--- config.mk ---
export PLATFORM = sky130hd
export DESIGN_NAME = door_lock_panel_arbiter
export DESIGN_NICKNAME = d
export VERILOG_FILES = /design/src/rtl/door_lock_pkg.sv /design/src/rtl/keypad_edge_detect.sv /design/src/rtl/door_lock_panel_arbiter.sv
export SDC_FILE = /design/constraint.sdc
export NUM_CORES = 1
export LEC_CHECK = 0
export ABC_CLOCK_PERIOD_IN_PS = 4050
export CAP_MARGIN = 25
export CORE_UTILIZATION = 30
export DETAILED_ROUTE_END_ITERATION = 16
export GPL_ROUTABILITY_DRIVEN = 0
export MAX_ROUTING_LAYER = met4
export PLACE_DENSITY = 0.58
export SLEW_MARGIN = 0
export SYNTH_ARGS = -nofsm -noshare
export SYNTH_HDL_FRONTEND = slang
export SYNTH_SLANG_ARGS = --single-unit
--- constraint.sdc ---
create_clock -name i_clk -period 4.05 [get_ports i_clk]
set_input_delay 1.0125 -clock i_clk [delete_from_list [all_inputs] [get_ports i_clk]]
set_output_delay 1.0125 -clock i_clk [all_outputs]
set_load 0.02 [all_outputs]
--- src/rtl/door_lock_pkg.sv ---
// Shared types and constants for the two-panel door-lock arbiter.
package door_lock_pkg;

  typedef enum logic [1:0] {
    IDLE    = 2'd0,
    OWN_A   = 2'd1,
    OWN_B   = 2'd2,
    RELEASE = 2'd3
  } arb_state_t;

  localparam logic       PANEL_A         = 1'b0;
  localparam logic       PANEL_B         = 1'b1;
  localparam int         DEFAULT_DIGIT_W = 4;
  localparam logic [1:0] MAX_DIGITS      = 2'd3;

endpackage

--- src/rtl/keypad_edge_detect.sv ---
// Rising-edge detector for one debounced button level; the previous sample
// resets high so a button held through reset is not seen as a press.
module keypad_edge_detect (
  input  logic clk,
  input  logic rst_n,
  input  logic level,
  output logic press
);

  logic prev_r;

  // previous-sample register
  always_ff @(posedge clk or negedge rst_n) begin
    if (!rst_n) begin
      prev_r <= 1'b1;
    end else begin
      prev_r <= level;
    end
  end

  assign press = level & ~prev_r;

endmodule

--- src/rtl/door_lock_panel_arbiter.sv ---
// Shares one door-lock core between keypad panels A and B: session ownership,
// round-robin tie-break, digit counting, inactivity timeout and strobe outputs.
module door_lock_panel_arbiter
  import door_lock_pkg::*;
#(
  parameter int TIMEOUT = 500,
  parameter int DIGIT_W = DEFAULT_DIGIT_W
) (
  input  logic               i_clk,
  input  logic               i_hard_reset_n,
  input  logic [DIGIT_W-1:0] i_digit_a,
  input  logic [DIGIT_W-1:0] i_digit_b,
  input  logic               i_confirm_getter_a,
  input  logic               i_confirm_getter_b,
  input  logic               i_confirm_fsm_a,
  input  logic               i_confirm_fsm_b,
  output logic [DIGIT_W-1:0] o_digit,
  output logic               o_confirm_getter,
  output logic               o_confirm_fsm,
  output logic               o_grant_a,
  output logic               o_grant_b,
  output logic [1:0]         o_digit_count,
  output logic               o_timeout,
  output logic               o_reject
);

  localparam int INACT_W = (TIMEOUT > 2) ? $clog2(TIMEOUT) : 1;

  logic ga_s, gb_s, ca_s, cb_s;

  keypad_edge_detect u_edge_ga (.clk(i_clk), .rst_n(i_hard_reset_n), .level(i_confirm_getter_a), .press(ga_s));
  keypad_edge_detect u_edge_gb (.clk(i_clk), .rst_n(i_hard_reset_n), .level(i_confirm_getter_b), .press(gb_s));
  keypad_edge_detect u_edge_ca (.clk(i_clk), .rst_n(i_hard_reset_n), .level(i_confirm_fsm_a), .press(ca_s));
  keypad_edge_detect u_edge_cb (.clk(i_clk), .rst_n(i_hard_reset_n), .level(i_confirm_fsm_b), .press(cb_s));

  arb_state_t         state_r, state_nxt_s;
  logic               ptr_r, ptr_nxt_s;
  logic [1:0]         count_r, count_nxt_s;
  logic [INACT_W-1:0] inact_r, inact_nxt_s;
  logic [DIGIT_W-1:0] digit_r, digit_nxt_s;
  logic               cg_r, cg_nxt_s;
  logic               cf_r, cf_nxt_s;
  logic               to_r, to_nxt_s;
  logic               rej_r, rej_nxt_s;
  logic               grant_a_r, grant_b_r;

  logic               win_s;
  logic               own_g_s, own_c_s, other_s;
  logic [DIGIT_W-1:0] own_digit_s;

  // next-state, counters and strobe decode
  always_comb begin
    state_nxt_s = state_r;
    ptr_nxt_s   = ptr_r;
    count_nxt_s = count_r;
    inact_nxt_s = inact_r;
    digit_nxt_s = digit_r;
    cg_nxt_s    = 1'b0;
    cf_nxt_s    = 1'b0;
    to_nxt_s    = 1'b0;
    rej_nxt_s   = 1'b0;
    win_s       = PANEL_A;
    own_g_s     = 1'b0;
    own_c_s     = 1'b0;
    other_s     = 1'b0;
    own_digit_s = i_digit_a;

    case (state_r)
      IDLE: begin
        count_nxt_s = 2'd0;
        inact_nxt_s = '0;
        if (ga_s && gb_s) begin
          win_s = ptr_r;
        end else if (gb_s) begin
          win_s = PANEL_B;
        end else begin
          win_s = PANEL_A;
        end
        if (ga_s || gb_s) begin
          state_nxt_s = (win_s == PANEL_A) ? OWN_A : OWN_B;
          digit_nxt_s = (win_s == PANEL_A) ? i_digit_a : i_digit_b;
          cg_nxt_s    = 1'b1;
          count_nxt_s = 2'd1;
          ptr_nxt_s   = ~win_s;
          // the losing getter of a tie is dropped just like a stray confirm
          rej_nxt_s   = (ga_s && gb_s) || ca_s || cb_s;
        end else begin
          rej_nxt_s   = ca_s || cb_s;
        end
      end

      OWN_A, OWN_B: begin
        if (state_r == OWN_A) begin
          own_g_s     = ga_s;
          own_c_s     = ca_s;
          other_s     = gb_s || cb_s;
          own_digit_s = i_digit_a;
        end else begin
          own_g_s     = gb_s;
          own_c_s     = cb_s;
          other_s     = ga_s || ca_s;
          own_digit_s = i_digit_b;
        end
        rej_nxt_s = other_s;
        if (own_g_s) begin
          inact_nxt_s = '0;
          if (count_r < MAX_DIGITS) begin
            digit_nxt_s = own_digit_s;
            cg_nxt_s    = 1'b1;
            count_nxt_s = count_r + 2'd1;
            rej_nxt_s   = other_s || own_c_s;
          end else begin
            rej_nxt_s   = 1'b1;
          end
        end else if (own_c_s) begin
          cf_nxt_s    = 1'b1;
          state_nxt_s = RELEASE;
          count_nxt_s = 2'd0;
          inact_nxt_s = '0;
        end else if (inact_r == INACT_W'(TIMEOUT - 1)) begin
          to_nxt_s    = 1'b1;
          state_nxt_s = RELEASE;
          count_nxt_s = 2'd0;
          inact_nxt_s = '0;
        end else begin
          inact_nxt_s = inact_r + INACT_W'(1);
        end
      end

      RELEASE: begin
        rej_nxt_s   = ga_s || gb_s || ca_s || cb_s;
        count_nxt_s = 2'd0;
        inact_nxt_s = '0;
        state_nxt_s = IDLE;
      end

      default: begin
        state_nxt_s = IDLE;
        count_nxt_s = 2'd0;
        inact_nxt_s = '0;
      end
    endcase
  end

  // state and output registers
  always_ff @(posedge i_clk or negedge i_hard_reset_n) begin
    if (!i_hard_reset_n) begin
      state_r   <= IDLE;
      ptr_r     <= PANEL_A;
      count_r   <= 2'd0;
      inact_r   <= '0;
      digit_r   <= '0;
      cg_r      <= 1'b0;
      cf_r      <= 1'b0;
      to_r      <= 1'b0;
      rej_r     <= 1'b0;
      grant_a_r <= 1'b0;
      grant_b_r <= 1'b0;
    end else begin
      state_r   <= state_nxt_s;
      ptr_r     <= ptr_nxt_s;
      count_r   <= count_nxt_s;
      inact_r   <= inact_nxt_s;
      digit_r   <= digit_nxt_s;
      cg_r      <= cg_nxt_s;
      cf_r      <= cf_nxt_s;
      to_r      <= to_nxt_s;
      rej_r     <= rej_nxt_s;
      grant_a_r <= (state_nxt_s == OWN_A);
      grant_b_r <= (state_nxt_s == OWN_B);
    end
  end

  assign o_digit          = digit_r;
  assign o_confirm_getter = cg_r;
  assign o_confirm_fsm    = cf_r;
  assign o_grant_a        = grant_a_r;
  assign o_grant_b        = grant_b_r;
  assign o_digit_count    = count_r;
  assign o_timeout        = to_r;
  assign o_reject         = rej_r;

endmodule

Word level (Yosys, flattened, before mapping)
Index checks and enable logic that the tools add are counted.
Widths: inputs -> output; s select.
{"block": "totals", "in_bits": 14, "regBits": 28, "latch_bits": 0, "word_cells": 101, "romBits": 0, "mem_count": 0, "mem_bits_rw": 0}
{"block": "classes", "n_lt_le_gt_ge": 1, "n_reduce_logical": 17, "add_sub_neg": 2, "n_mul": 0, "shifts": 0, "n_div": 0, "n_eq_ne": 11, "muxes": 46, "bitwise": 9}
{"operator": "$mux 9", "count": 3}
{"operator": "$mux 1", "count": 23}
{"operator": "$mux 4", "count": 5}
{"operator": "$mux 2", "count": 9}
{"operator": "$pmux 9 s2", "count": 1}
{"operator": "$pmux 2 s3", "count": 2}
{"operator": "$add 9x1->9 const B", "count": 1}
{"operator": "$eq 9x9->1 const B", "count": 1}
{"operator": "$logic_or 1x1->1", "count": 9}
{"operator": "$pmux 4 s2", "count": 1}
{"operator": "$eq 2x2->1 const B", "count": 3}
{"operator": "$ne 2x2->1 const B", "count": 3}
{"operator": "$not 1->1", "count": 5}
{"operator": "$and 1x1->1", "count": 4}
{"operator": "$eq 2x1->1 const B", "count": 2}
{"operator": "$ne 4x4->1 const B", "count": 1}
{"operator": "$reduce_and 2->1", "count": 2}
{"operator": "$reduce_and 4->1", "count": 1}
{"operator": "$reduce_or 2->1", "count": 2}
{"operator": "$ne 3x3->1 const B", "count": 1}
{"operator": "$pmux 1 s3", "count": 1}
{"operator": "$add 2x1->2 const B", "count": 1}
{"operator": "$logic_not 2->1", "count": 1}
{"operator": "$lt 2x2->1 const B", "count": 1}
{"operator": "other kinds (3)", "count": 3}

Longest topological paths before layout
Gate-level depths: netlist (run 1).
{"block": "depth", "word_depth": 9, "mapped_depth": 7}

Cells and area by module
A second synthesis (run 1) with hierarchy kept.
{"block": "unflattened", "cells_unflattened": 144, "area_unflattened_um2": 1561.5}
{"module": "door_lock_panel_arbiter", "instances": 1, "cells_each": 136, "area_each_um2": 1401.3}
{"module": "keypad_edge_detect", "instances": 4, "cells_each": 2, "area_each_um2": 40.0}

Least setup slack after synthesis (run 1)
OpenSTA, ideal clock, no wires.
{"block": "synth_timing", "kind": "input to register", "from": "in i_confirm_getter_a", "to": "reg digit_r[0], in the netlist o_digit[0]", "path_slack_ps": 1630, "arrival_ps": 2295, "setup_ps": 125, "stages": 4, "cell_sequence": "or3b_1 > a31oi_1 > mux2_2 > mux2_2"}
{"block": "synth_between", "elab_chain_len": 7}
{"item": "start: declaration", "line_no": "door_lock_panel_arbiter.sv:13", "source": "input logic i_confirm_getter_a,"}
{"item": "$and 1x1->1 *", "line_no": "keypad_edge_detect.sv:21", "source": "assign press = level & ~prev_r;"}
{"item": "$logic_and 1x1->1", "line_no": "door_lock_panel_arbiter.sv:72", "source": "if (ga_s && gb_s) begin"}
{"item": "$mux 1", "line_no": "door_lock_panel_arbiter.sv:72"}
{"item": "$mux 1", "line_no": "door_lock_panel_arbiter.sv:68", "source": "case (state_r)"}
{"item": "$mux 4", "line_no": "door_lock_panel_arbiter.sv:81", "source": "digit_nxt_s = (win_s == PANEL_A) ? i_digit_a : i_digit_b;"}
{"item": "$mux 4", "line_no": "door_lock_panel_arbiter.sv:79", "source": "if (ga_s || gb_s) begin"}
{"item": "$pmux 4 s2", "line_no": "door_lock_panel_arbiter.sv:68"}
{"item": "end signal: assignment", "line_no": "door_lock_panel_arbiter.sv:164", "source": "digit_r <= digit_nxt_s;"}
{"item": "end: declaration", "line_no": "door_lock_panel_arbiter.sv:40", "source": "logic [DIGIT_W-1:0] digit_r, digit_nxt_s;"}
Mark *: on every way between the ends. The rest lies on a longest branch, timed or not. The select of a mux whose other input is x is not followed.
A chain may end at the register's enable or synchronous reset.

Final worst setup path (run 1)
{"block": "layout_timing", "from": "in i_confirm_getter_a", "to": "reg digit_r[2], in the netlist o_digit[2]"}
The elaborated chain is that of the path after synthesis.

==> summary.log, run 1 <==
INFO  sta            finalHoldViolations=0
INFO  routing        residual_antenna_violating_net_count_after_detailed_routing=0
INFO  min_path       hold_path.class=reg -> reg
INFO  clock_network  post_cts_buffers=0
INFO  setup_path     setup.worst_path.end_class=register
INFO  finish         stdcell_area=1775um^2
INFO  logic_synthesis leading_register_cell_type_out_of_synthesis=sky130_fd_sc_hd__dfrtp_1
INFO  logic_synthesis yosysTopAreaCell=sky130_fd_sc_hd__dfrtp_1
INFO  logic_synthesis post_synth_main_area_contributors=sky130_fd_sc_hd__dfrtp_1 42%, sky130_fd_sc_hd__dfstp_2 7.4%, sky130_fd_sc_hd__mux2_2 6.3%
INFO  setup_path     crit_fanout=5
INFO  logic_synthesis synth.net_count=147
INFO  routing        routed_via_density=4.894
INFO  power_and_ir_drop clock_power_share=14.0%
INFO  logic_synthesis synth.cell_area=1426um^2
INFO  power_and_ir_drop net-switching-power=0.4044mW
INFO  sta            post-route-worst-setup-slack=1209ps
INFO  sta            finalClockSkew=2.547ps
INFO  floorplanning  row_count=24
INFO  power_and_ir_drop power-per-cell-area=610.9nW/um^2
INFO  sta            report.final.slew_viol_count=0
INFO  floorplanning  initial_core_util=31.88%
INFO  floorplanning  dieWidth=70.96um
INFO  sta            timing_worst_slew_pin_value=593.2ps
INFO  sta            period_needed=2841ps
INFO  clock_network  cts_buffer_count=3
INFO  logic_synthesis synth_top_cell_area_share=42.11%
INFO  clock_network  hold_buffers=0
INFO  finish         final_layout_size_suffix_gt1_share=15.48%
INFO  global_route   grt_use_total=12.56%
INFO  power_and_ir_drop finalPower=1.085mW
INFO  clock_network  cts.htree.levels=1
INFO  global_route   grt_start_max_net_pins=29
INFO  placement      hpwl=2082um
INFO  sta            clock.fmax=352.0MHz
INFO  power_and_ir_drop cellLeakagePower=0.7212nW
INFO  global_route   grt_antenna_before_repair=0
INFO  sta            tcrit_tclk_final=70.15%
INFO  routing        remaining_drc_errors=1
INFO  power_and_ir_drop vdd.ir_drop.worst=0.2863mV
INFO  setup_path     worst_ep_arrival_time=3000ps
INFO  logic_synthesis yosys_register_bits=28
INFO  global_route   grt_pass1_vias=1,018
INFO  placement      input_output_buffers=25
INFO  power_and_ir_drop comb_power_share=49.4%
INFO  routing        detail_route.wirelength=2814um
INFO  logic_synthesis synthesis.area_per_instance=11.14um^2
INFO  logic_synthesis synth_cells=128
INFO  routing        routed-via-count=1,013
INFO  clock_network  clock-sinks=28
INFO  placement      placed_cells_incl_taps=203
INFO  global_route   first_pass_grt_wire_length=4836um
INFO  finish         final_net_count=175
INFO  sta            finalHoldWorstSlack=503.3ps
INFO  logic_synthesis asr_flop_ratio_synth=100.0%
INFO  setup_path     worst-setup-path-type=in -> reg
INFO  logic_synthesis synth-edff-count=0
INFO  sta            max-slew-margin-rel=60.04%
INFO  floorplanning  die-area=5035um^2
INFO  finish         syn2layout_area_growth=24.47%
INFO  power_and_ir_drop power.share.switching=37.29%
INFO  clock_network  cts_resized=0
INFO  placement      post_dp_cell_area=1730um^2
INFO  routing        drt_first_pass_iters=12
INFO  finish         stdcell_count=207
INFO  placement      dpl_worst_slack=930.4ps
INFO  finish         fin_util=39.68%
INFO  setup_path     startpoint_type=primary input
INFO  floorplanning  dieHeight=70.96um
INFO  logic_synthesis synth_seq_area_share=49.47%
INFO  outcome        violated_checks=design-rule violations
INFO  clock_network  tritoncts=done
INFO  logic_synthesis ys.warnings.count=0
INFO  global_route   gr-total-overflow=0
INFO  power_and_ir_drop p_int=0.6802mW
INFO  sta            finalSetupViolCount=0
INFO  logic_synthesis synth.distinct_cells=41
INFO  sta            rsz0062_at_grt=no
INFO  clock_network  clock-root-buffer=sky130_fd_sc_hd__clkbuf_8
INFO  clock_network  worst_setup_hold_path_clk_slew=90ps
INFO  sta            setup_tns=0ps
INFO  routing        drt_first_iter_violations=95
INFO  setup_path     critPathRequiredTime=4210ps
INFO  run            drv.max_cap_violation_count=0
INFO  floorplanning  core_area=4474um^2
INFO  power_and_ir_drop power.sequential.fraction=36.6%
INFO  clock_network  clock_path_buffers=2
INFO  finish         insertedDiodeCount=0
INFO  outcome        outcome=finished with violations
INFO  clock_network  worst_skew_pair.late_latency=270ps
INFO  routing        wl_per_cell=13.59um
INFO  floorplanning  ioPinCount=26
[layout by cell type, fill, tap and decap left out, types with 2 or more instances in the layout]
cell / count
sky130_fd_sc_hd__a31oi_1: 2
sky130_fd_sc_hd__clkbuf_8: 3
sky130_fd_sc_hd__nor2_1: 15
sky130_fd_sc_hd__a21oi_1: 5
sky130_fd_sc_hd__nand4_1: 3
sky130_fd_sc_hd__nand2b_1: 4
sky130_fd_sc_hd__a32oi_1: 2
sky130_fd_sc_hd__xnor2_1: 6
sky130_fd_sc_hd__clkdlybuf4s50_1: 25
sky130_fd_sc_hd__nor3b_1: 4
sky130_fd_sc_hd__dfrtp_1: 24
sky130_fd_sc_hd__mux2_2: 8
sky130_fd_sc_hd__dfstp_2: 4
sky130_fd_sc_hd__ha_1: 5
sky130_fd_sc_hd__nand2_1: 5
sky130_fd_sc_hd__inv_1: 6
sky130_fd_sc_hd__nand3_1: 5
sky130_fd_sc_hd__nor2b_1: 4
[path summary, 6_finish.rpt]
kind	to	start	slack, ps	cells past startpoint
worst max-delay path	o_digit[2]$_DFFE_PN0P_	i_confirm_getter_a	1210	5
worst min-delay path	ptr_r$_DFFE_PN0P_	ptr_r$_DFFE_PN0P_	500	1
worst max register to register	o_digit[2]$_DFFE_PN0P_	state_r[0]$_DFF_PN0_	1760	6
worst min register to register	ptr_r$_DFFE_PN0P_	ptr_r$_DFFE_PN0P_	500	1
max in group asynchronous	u_edge_ga.prev_r$_DFF_PN1_	i_hard_reset_n	2620	2
min in group asynchronous	ptr_r$_DFFE_PN0P_	i_hard_reset_n	1130	2
[logic make-up after synthesis]
family / count (synthesis) / synth area share, %
AOI/OAI and AO/OA: 20 / 11.93
xor gates and xnor gates: 7 / 4.298
adders and majority gates: 6 / 5.088
buffers and inverters: 9 / 2.895
DFF: 28 / 49.47
muxes: 9 / 7.018
and+or+nand+nor: 49 / 19.30
[metal layers]
metal / up-vias / GRT usage, % / wire length, um
met4: 0 / 3.111 / 31
met3: 4 / 3.561 / 83
li1: 508 / - / -
met2: 15 / 19.44 / 1345
met1: 486 / 16.26 / 1353
met5: - / - / 0
[worst max-delay path: stages]
cell and delay (ps):
sky130_fd_sc_hd__clkdlybuf4s50_1 540, sky130_fd_sc_hd__or3b_1 400, sky130_fd_sc_hd__a31oi_1 400, sky130_fd_sc_hd__mux2_2 380, sky130_fd_sc_hd__mux2_2 260
[state kept, by name (all words and copies together) (netlist names)]
signal	cells
o_confirm_getter	1
inact_r	9
o_grant_a	1
o_digit	4
u_edge_cb.prev_r	1
o_confirm_fsm	1
u_edge_gb.prev_r	1
o_timeout	1
state_r	2
ptr_r	1
u_edge_ca.prev_r	1
o_digit_count	2
o_reject	1
u_edge_ga.prev_r	1
o_grant_b	1
[synthesized netlist by cell type, types with 2 or more instances]
master and count:
sky130_fd_sc_hd__a31oi_1 2, sky130_fd_sc_hd__dfrtp_1 24, sky130_fd_sc_hd__nand4_1 3, sky130_fd_sc_hd__xnor2_1 6
sky130_fd_sc_hd__nor2_1 15, sky130_fd_sc_hd__a21oi_1 5, sky130_fd_sc_hd__ha_1 5, sky130_fd_sc_hd__inv_1 6
sky130_fd_sc_hd__clkbuf_1 2, sky130_fd_sc_hd__a32oi_1 2, sky130_fd_sc_hd__dfstp_2 4, sky130_fd_sc_hd__nor2b_1 4
sky130_fd_sc_hd__nand3_1 5, sky130_fd_sc_hd__mux2_2 8, sky130_fd_sc_hd__nor3b_1 4, sky130_fd_sc_hd__nand2_1 5
sky130_fd_sc_hd__nand2b_1 4
[power groups by stage]
stage                     clock, mW  sequential [mW]  combinational (mW)
after floorplan                   0            0.450               0.316
after global placement            0            0.400               0.533
after detailed placement          0            0.402               0.540
after CTS                     0.162            0.398               0.541
after global routing          0.175            0.407               0.589
final                         0.152            0.397               0.536
[area by class of cell]
type	count	area, um^2
clock buffer	4	45.04
multi-input combinational	91	679.4
inverter	6	22.52
fill	440	2699
timing repair buffer	26	257.7
sequential	28	705.7
tap	52	65.06
Power figures use the tool's default switching activity.
==> inputs of run 2 (changes only) <==
ABC_CLOCK_PERIOD_IN_PS = 2400   (was 4050)
PLACE_DENSITY = 0.59   (was 0.58)
clock period = 2.4 ns   (was 4.05 ns; I/O delays follow)
==> run 2 against run 1 <==
- the run still ends with design-rule violations left
- via count up 6.1%
- clock skew increased by 1.6 ps
- die area is the same
- clock power is 70% higher
- core utilization increased by 1.7 points
- non-clock buffer count increased by 10
- cell count increased by 4.8%
- wire length rose by 6.8%
- worst setup slack lost 1100 ps
- count of clock-buffer cells in the layout is the same
- flip-flop and latch count unchanged
- combinational power up 86%
- critical endpoint is now o_digit[3]$_DFFE_PN0P_
- largest cell class unchanged
==> summary.log, run 2 (synthesis gave the netlist of run 1 again) <==
INFO  outcome        outcome=finished with violations
INFO  outcome        violated_checks=design-rule violations
INFO  routing        routed_via_density=4.954
INFO  power_and_ir_drop p_int=1.204mW
INFO  sta            finalSetupViolCount=0
INFO  routing        remaining_drc_errors=2
INFO  finish         insertedDiodeCount=0
INFO  clock_network  worst_skew_pair.late_latency=270ps
INFO  global_route   grt_most_used_layer=met2
INFO  sta            clock.fmax=444.0MHz
INFO  setup_path     setup.worst_path.end_class=register
INFO  floorplanning  row_count=24
INFO  global_route   grt.met1_usage=15.92%
INFO  floorplanning  ioPinCount=26
INFO  global_route   grt_pass1_vias=1,165
INFO  clock_network  worst_setup_hold_path_clk_slew=90ps
INFO  sta            max-slew-margin-rel=69.59%
INFO  setup_path     crit_fanout=4
INFO  finish         final_net_count=185
INFO  routing        routed-via-count=1,075
INFO  power_and_ir_drop clock_power_share=13.5%
INFO  routing        wl_per_cell=13.84um
INFO  setup_path     startpoint_type=primary input
INFO  routing        drt_first_pass_iters=10
INFO  power_and_ir_drop power.share.switching=37.30%
INFO  finish         register_area=705.7um^2
INFO  sta            period_needed=2252ps
INFO  finish         fillers=449
INFO  routing        detail_route.wirelength=3004um
INFO  clock_network  tritoncts=done
INFO  floorplanning  core_area=4474um^2
INFO  global_route   grt_use_total=13.78%
INFO  min_path       hold_path.class=reg -> reg
INFO  routing        drt_first_iter_violations=36
INFO  setup_path     worst-setup-path-type=in -> reg
INFO  setup_path     rr_worst_depth=7
INFO  clock_network  clock-root-buffer=sky130_fd_sc_hd__clkbuf_8
INFO  clock_network  cts_resized=0
INFO  placement      placed_cells_incl_taps=213
INFO  power_and_ir_drop power.sequential.fraction=34.7%
INFO  finish         stdcell_count=217
INFO  power_and_ir_drop cellLeakagePower=0.7686nW
INFO  floorplanning  dieWidth=70.96um
INFO  floorplanning  dieHeight=70.96um
INFO  sta            report.final.slew_viol_count=0
INFO  global_route   grt_start_max_net_pins=29
INFO  floorplanning  die-area=5035um^2
INFO  clock_network  hold_buffers=0
INFO  routing        residual_antenna_violating_net_count_after_detailed_routing=0
INFO  finish         most_common_library_cell_in_the_layout_ignoring_fill_and_taps=sky130_fd_sc_hd__clkdlybuf4s50_1
INFO  sta            finalHoldWorstSlack=491.6ps
INFO  clock_network  clock-sinks=28
INFO  clock_network  cts_buffer_count=3
INFO  sta            post-route-worst-setup-slack=147.7ps
INFO  clock_network  post_cts_buffers=0
INFO  global_route   grt_antenna_before_repair=0
INFO  global_route   gr-total-overflow=0
INFO  finish         regMostFlops=inact_r
INFO  sta            finalHoldViolations=0
INFO  floorplanning  initial_core_util=31.88%
INFO  power_and_ir_drop vdd.ir_drop.worst=0.2860mV
INFO  finish         final_cell_mix=25 x sky130_fd_sc_hd__clkdlybuf4s50_1, 24 x sky130_fd_sc_hd__dfrtp_1, 15 x sky130_fd_sc_hd__nor2_1, 11 x sky130_fd_sc_hd__buf_4, 8 x sky130_fd_sc_hd__mux2_2
INFO  finish         largest_reg_flops=9
INFO  setup_path     critPathRequiredTime=2570ps
INFO  global_route   met3_track_usage_gr=2.279%
INFO  finish         final_layout_size_suffix_gt1_share=20.61%
INFO  placement      hpwl=2278um
INFO  finish         multi_input_comb_area=679.4um^2
INFO  clock_network  cts.htree.levels=1
INFO  setup_path     worst_ep_arrival_time=2420ps
INFO  min_path       hold_depth=1
INFO  clock_network  clock_path_buffers=2
INFO  run            drv.max_cap_violation_count=0
INFO  sta            tcrit_tclk_final=93.84%
INFO  placement      input_output_buffers=25
INFO  global_route   use_met2=24.25%
INFO  placement      dpl_worst_slack=-111.8ps
INFO  finish         syn2layout_area_growth=29.74%
INFO  sta            timing_worst_slew_pin_value=451.4ps
INFO  sta            finalClockSkew=4.150ps
INFO  sta            rsz0062_at_grt=no
INFO  power_and_ir_drop comb_power_share=51.8%
INFO  global_route   first_pass_grt_wire_length=5299um
INFO  power_and_ir_drop power-per-cell-area=1037nW/um^2
INFO  power_and_ir_drop net-switching-power=0.7162mW
-- run 2: changes by cell type in the layout (fill, tap and decap cells not counted) --
cell,before,now
sky130_fd_sc_hd__buf_4,1,11
-- run 2: metal layers --
layer	vias up	wire [um]
li1	524	-
met1	536	1350
met2	11	1553
met3	4	66
met4	0	33
met5	-	0
-- run 2: area by class of cell --
class | instances | share of cell area [%]
clock buffer | 4 | 2.434
inverter | 6 | 1.217
multi-input combinational | 91 | 36.71
sequential | 28 | 38.13
tap | 52 | 3.516
timing repair buffer | 36 | 17.99
-- run 2: power groups by stage --
| stage | Sequential (mW) | Clock, mW | Combinational, mW |
|---|---|---|---|
| floorplan | 0.760 | 0 | 0.534 |
| global route | 0.683 | 0.288 | 1.08 |
| detailed placement | 0.675 | 0 | 0.993 |
| global placement | 0.670 | 0 | 0.974 |
| CTS | 0.666 | 0.280 | 1.00 |
| finish | 0.665 | 0.259 | 0.995 |
-- run 2: stage by stage --
stage / power [mW] / utilization [%] / area (um^2) / setup TNS, ps
final: 1.920 / 41.36 / 1851 / 0
after global routing: 2.051 / 41.36 / 1851 / 0
after CTS: 1.946 / 41.36 / 1851 / 0
after detailed placement: 1.667 / 40.35 / 1805 / -468.3
after global placement: 1.644 / 40.35 / 1805 / -410.2
after floorplan: 1.294 / - / 1426 / 0
-- run 2: final timing paths --
kind,start,to,slack [ps]
worst max-delay path,i_confirm_getter_a,o_digit[3]$_DFFE_PN0P_,150
worst min-delay path,inact_r[0]$_DFF_PN0_,inact_r[0]$_DFF_PN0_,490
worst max register to register,state_r[1]$_DFF_PN0_,o_digit[3]$_DFFE_PN0P_,210
worst min register to register,inact_r[0]$_DFF_PN0_,inact_r[0]$_DFF_PN0_,490
max in group asynchronous,i_hard_reset_n,u_edge_ca.prev_r$_DFF_PN1_,1390
min in group asynchronous,i_hard_reset_n,o_confirm_getter$_DFF_PN0_,700
-- run 2: critical path, cell delays in order --
cell,delay [ps]
sky130_fd_sc_hd__clkdlybuf4s50_1,480
sky130_fd_sc_hd__or3b_1,390
sky130_fd_sc_hd__a31oi_1,190
sky130_fd_sc_hd__buf_4,160
sky130_fd_sc_hd__mux2_2,340
sky130_fd_sc_hd__mux2_2,260
